File: src/rtl/second_tick_timer.sv
// Second-tick timer: synchronises the 1 Hz divider output, emits one-clk second pulses
// and runs a loadable seconds down-counter. Optional near-expiry warn: `define TIMER_WARN_EN.
module second_tick_timer #(
   parameter int CNT_W       = 8,
   parameter int SYNC_STAGES = 2,
   parameter int WARN_SECS   = 3
) (
   input  logic             clk,
   input  logic             rst_n,
   input  logic             tick_in,
   input  logic             load,
   input  logic [CNT_W-1:0] load_val,
   input  logic             start,
   input  logic             abort,
   output logic             sec_pulse,
   output logic [CNT_W-1:0] remaining,
   output logic             busy,
   output logic             expired,
   output logic             warn
);

   typedef enum logic [1:0] {
      ST_IDLE   = 2'd0,
      ST_LOADED = 2'd1,
      ST_RUN    = 2'd2,
      ST_DONE   = 2'd3
   } state_t;

   localparam logic [CNT_W-1:0] ZERO = {CNT_W{1'b0}};
   localparam logic [CNT_W-1:0] ONE  = {{(CNT_W-1){1'b0}}, 1'b1};

   if (SYNC_STAGES < 2 || WARN_SECS < 0) begin : g_bad_param
      $error("second_tick_timer: SYNC_STAGES must be >= 2 and WARN_SECS >= 0");
   end

   logic [SYNC_STAGES-1:0] sync_r;
   logic [SYNC_STAGES-1:0] vld_r;
   logic                   prev_r;
   logic                   armed_r;
   logic                   rise_s;
   logic                   sec_pulse_r;
   state_t                 state_r;
   state_t                 state_nx_s;
   logic [CNT_W-1:0]       rem_r;
   logic [CNT_W-1:0]       rem_nx_s;
   logic                   busy_r;
   logic                   expired_r;

   // vld_r marks when the sync output holds a real tick_in sample rather than reset zeros,
   // so a tick_in that is already high at reset release cannot arm the edge detector.
   assign rise_s = sync_r[SYNC_STAGES-1] & ~prev_r & armed_r;

   // Synchroniser chain, edge-detector history and second pulse register
   always_ff @(posedge clk or negedge rst_n) begin
      if (!rst_n) begin
         sync_r      <= {SYNC_STAGES{1'b0}};
         vld_r       <= {SYNC_STAGES{1'b0}};
         prev_r      <= 1'b0;
         armed_r     <= 1'b0;
         sec_pulse_r <= 1'b0;
      end else begin
         sync_r      <= {sync_r[SYNC_STAGES-2:0], tick_in};
         vld_r       <= {vld_r[SYNC_STAGES-2:0], 1'b1};
         prev_r      <= sync_r[SYNC_STAGES-1];
         armed_r     <= armed_r | (vld_r[SYNC_STAGES-1] & ~sync_r[SYNC_STAGES-1]);
         sec_pulse_r <= rise_s;
      end
   end

   // Next-state and next-count logic, command priority abort > load > start > sec_pulse
   always_comb begin
      state_nx_s = state_r;
      rem_nx_s   = rem_r;
      case (state_r)
         ST_IDLE: begin
            if (load) begin
               rem_nx_s   = load_val;
               state_nx_s = ST_LOADED;
            end else begin
               state_nx_s = ST_IDLE;
            end
         end
         ST_LOADED: begin
            if (abort) begin
               rem_nx_s   = ZERO;
               state_nx_s = ST_IDLE;
            end else if (load) begin
               rem_nx_s = load_val;
            end else if (start) begin
               state_nx_s = (rem_r != ZERO) ? ST_RUN : ST_DONE;
            end else begin
               state_nx_s = ST_LOADED;
            end
         end
         ST_RUN: begin
            if (abort) begin
               rem_nx_s   = ZERO;
               state_nx_s = ST_IDLE;
            end else if (load) begin
               rem_nx_s   = load_val;
               state_nx_s = (load_val == ZERO) ? ST_DONE : ST_RUN;
            end else if (sec_pulse_r && rem_r > ONE) begin
               rem_nx_s = rem_r - ONE;
            end else if (sec_pulse_r) begin
               rem_nx_s   = ZERO;
               state_nx_s = ST_DONE;
            end else begin
               state_nx_s = ST_RUN;
            end
         end
         ST_DONE: begin
            rem_nx_s   = ZERO;
            state_nx_s = ST_IDLE;
         end
         default: begin
            rem_nx_s   = ZERO;
            state_nx_s = ST_IDLE;
         end
      endcase
   end

   // State, counter and status flags registered from their next values
   always_ff @(posedge clk or negedge rst_n) begin
      if (!rst_n) begin
         state_r   <= ST_IDLE;
         rem_r     <= ZERO;
         busy_r    <= 1'b0;
         expired_r <= 1'b0;
      end else begin
         state_r   <= state_nx_s;
         rem_r     <= rem_nx_s;
         busy_r    <= (state_nx_s == ST_RUN);
         expired_r <= (state_nx_s == ST_DONE);
      end
   end

`ifdef TIMER_WARN_EN
   localparam logic [CNT_W-1:0] WARN_LIM = CNT_W'(WARN_SECS);
   logic warn_r;

   // Near-expiry flag, aligned with the remaining count it describes
   always_ff @(posedge clk or negedge rst_n) begin
      if (!rst_n) begin
         warn_r <= 1'b0;
      end else begin
         warn_r <= (state_nx_s == ST_RUN) && (rem_nx_s != ZERO) && (rem_nx_s <= WARN_LIM);
      end
   end

   assign warn = warn_r;
`else
   assign warn = 1'b0;
`endif

   assign sec_pulse = sec_pulse_r;
   assign remaining = rem_r;
   assign busy      = busy_r;
   assign expired   = expired_r;

endmodule

File: config.mk
export PLATFORM = sky130hd
export DESIGN_NAME = second_tick_timer
export DESIGN_NICKNAME = d
export VERILOG_FILES = /design/src/rtl/second_tick_timer.sv
export SDC_FILE = /design/constraint.sdc
export NUM_CORES = 1
export LEC_CHECK = 0
export BUFFER_PORTS_ARGS = -buffer_cell sky130_fd_sc_hd__buf_2
export CELL_PAD_IN_SITES_DETAIL_PLACEMENT = 1
export CELL_PAD_IN_SITES_GLOBAL_PLACEMENT = 2
export CORE_AREA = 2 2 60 62
export DETAILED_ROUTE_END_ITERATION = 8
export DIE_AREA = 0 0 62 64
export PLACE_DENSITY_LB_ADDON = 0.05
export SLEW_MARGIN = 20
export SYNTH_ARGS = -nofsm -noshare
export SYNTH_HDL_FRONTEND = slang
export SYNTH_SLANG_ARGS = --single-unit
File: constraint.sdc
create_clock -name clk -period 2.9 [get_ports clk]
set_input_delay 0.435 -clock clk [delete_from_list [all_inputs] [get_ports clk]]
set_output_delay 0.435 -clock clk [all_outputs]
set_load 0.01 [all_outputs]
==> flow_summary.yaml <==
die:
  row_count: 21
  fp.dieW_microns: 62
  core-area_sq_um: 3280
  die_height_microns: 64
  die_area_sq_um: 3970
  initial_core_util_pct: 33.4
  io_pins: 26
setup_path:
  cpPeakStageDelay_ns: 0.59
  r2r-start: "remaining[6]"
  crit_slowest_cell: "or4_4"
  crit_path_start_kind: "flip-flop"
  rr_worst_depth: 4
  cp-end-kind: "flip-flop"
  r2r_setup_slack_ns: 0.88
  required_ns: 3.10
  criticalPathCategory: "flip-flop to flip-flop"
  crit_arrival_ns: 2.22
  crit_buf_inv: 0
  path_max_fanout: 6
  reg2reg_to: "busy"
  crit_chain: "or4_4 -> o41ai_4 -> o221ai_2 -> and3_1"
  crit_family: "simple AND/OR/NAND/NOR gates"
min_path:
  hold_class: "primary input to async pin"
placed_design:
  portBuffers: 24
  place_inst: 181
  place_ws_ns: 0.888
  hpwlAfterDp_microns: 2250
  post_dp_cell_area_sq_um: 1260
  gp_congestion: 0.768
sta:
  setup_tns_ns: 0
  worst_pin_slew_ns: 0.610
  relSlewSlack_pct: 59.4
  rsz0062_at_grt: "false"
  fin_crit_sh_pct: 69.6
  min_period_ns: 2.02
  fmax_mhz: 495
  setup_slack_ns: 0.881
  hold_violations: 0
  slew_viol_final: 0
  finalSetupViolCount: 0
  holdWs_ns: 0.0598
  skew_ns: 0.00339
global_route:
  grt_start_max_net_pins: 20
  grt_pass1_vias: 964
  grt_pass1_wl_microns: 4860
  antenna_found_initial: 0
  grt_usage_pct: 16.5
  gr-total-overflow: 0
cells_and_area:
  fin_area_sq_um: 1290
  final_cells: 185
  areaGrowthSynthToFinish_pct: 17.3
  drive_gt1_share_pct: 23.7
  fin_util_pct: 39.2
  nets: 156
  diodes: 0
synth:
  synth_fp_nets: 130
  ys_top_cells_by_area: "dfrtp_1 (43%), a21oi_1 (5.9%), nor2b_1 (5.7%)"
  ys_types: 34
  yosys_warnings: 0
  synth_cells: 114
  synth_top_area_share_pct: 43.3
  seq_area_frac_synth_pct: 43.3
  yosysTopAreaCell: "dfrtp_1"
  synth-seq-cells: 19
  syn_area_sq_um: 1100
  postSynthAreaPerCell_sq_um: 9.63
clock_tree:
  insertion_delay_ns: 0.30
  cts.sinks: 19
  htreeDepth: 1
  cts_root_buffer: "clkbuf_4"
  post_cts_buffers: 0
  cts_resized: 0
  cts_buffer_depth: 2
  clk_pin_slew_ns: 0.12
  postCtsHoldBufs: 0
  cts_buffers: 3
  cts_tree: "built"
drt:
  via_per_inst: 5.04
  dr.first_iter.drc_count: 26
  vias: 933
  firstDrtPassIters: 4
  drcViolationCount: 0
  antenna_left: 0
  drt_wl_total_microns: 2860
  routedWlPerCell_microns: 15.4
power:
  power_uw: 675
  powerDensity_nw_per_um2: 525
  ir_drop_mv: 0.174
  leakagePower_nw: 0.590
flow_run:
  maxCapViolCount: 0
status:
  status: "finished, final reports clean"
[placed cells by master, fill, tap and decap left out, types with 3 or more instances in the layout]
| master | instances |
|---|---|
| buf_2 | 24 |
| dfrtp_1 | 19 |
| a21oi_1 | 13 |
| nor2b_1 | 10 |
| nor2_1 | 10 |
| nand2_1 | 8 |
| o21ai_0 | 6 |
| inv_1 | 4 |
| o221a_1 | 4 |
| a21o_1 | 3 |
| mux2i_1 | 3 |
| o32ai_1 | 3 |
| clkbuf_4 | 3 |
[state kept, by name (all words and copies together), names as in the netlist]
signal     cells
vld_r          2
sync_r         2
sec_pulse      1
remaining      8
prev_r         1
busy           1
armed_r        1
expired        1
state_r        2
[cell usage after synthesis, drive strengths merged]
master	instances
dfrtp	19
a21oi	13
nor2	10
nor2b	10
nand2	8
o21ai	6
inv	4
o221a	4
a21o	3
mux2i	3
o32ai	3
and3	2
clkbuf	2
conb	2
ha	2
nand2b	2
nor3	2
nor4	2
or2	2
or3b	2
or4	2
a21boi	1
buf	1
nand4bb	1
nor3b	1
o211a	1
o211ai	1
o221ai	1
o22ai	1
o31ai	1
o41ai	1
xnor2	1
[worst max-delay path by stage]
| stage | startpoint | to | slack, ns | cells past startpoint |
|---|---|---|---|---|
| 5_1_grt | remaining[6] | busy | 0.76 | 4 |
| 3_5_place_dp | remaining[6] | busy | 0.89 | 4 |
| 6_report | remaining[6] | busy | 0.88 | 4 |
| 3_3_place_gp | remaining[6] | busy | 0.97 | 4 |
| 2_1_floorplan | remaining[6] | busy | 1.01 | 4 |
| 4_1_cts | remaining[6] | busy | 0.87 | 4 |
[per-layer routing]
metal | vias to the layer above | global-route usage, % | part of all wire [%]
met1 | 450 | 23.1 | 49
met3 | 2 | 1.82 | 2.0
li1 | 469 | - | -
met5 | - | 0 | 0
met4 | 0 | 4.79 | 0.67
met2 | 12 | 26.2 | 49
[where the power goes]
part	total (mW)	leakage (nW)	switching (mW)	internal, mW
combinational	0.201	0.336	0.111	0.0895
clock	0.139	0.0177	0.0876	0.0514
sequential	0.335	0.236	0.0443	0.291
[cell type report]
type                            count  area (sq um)
Clock buffer                        3          22.5
Clock inverter                      1          5.00
Fill cell                         401          2000
Inverter                            4          15.0
Multi-Input combinational cell     88           592
Sequential cell                    19           475
Tap cell                           46          57.6
Timing Repair Buffer               24           120
[logic make-up after synthesis]
family                   Yosys count  synth area share, %
multiplexers                       3                 2.74
adder cells (fa/ha/maj)            2                 2.28
other                              2                0.684
flip-flops                        19                 43.3
XOR/XNOR                           1                0.798
buffers and inverters              7                 2.74
AND/OR/NAND/NOR                   44                 22.8
AO/OA/AOI/OAI                     36                 24.6
Note: power is estimated with default switching activity, not from simulation.
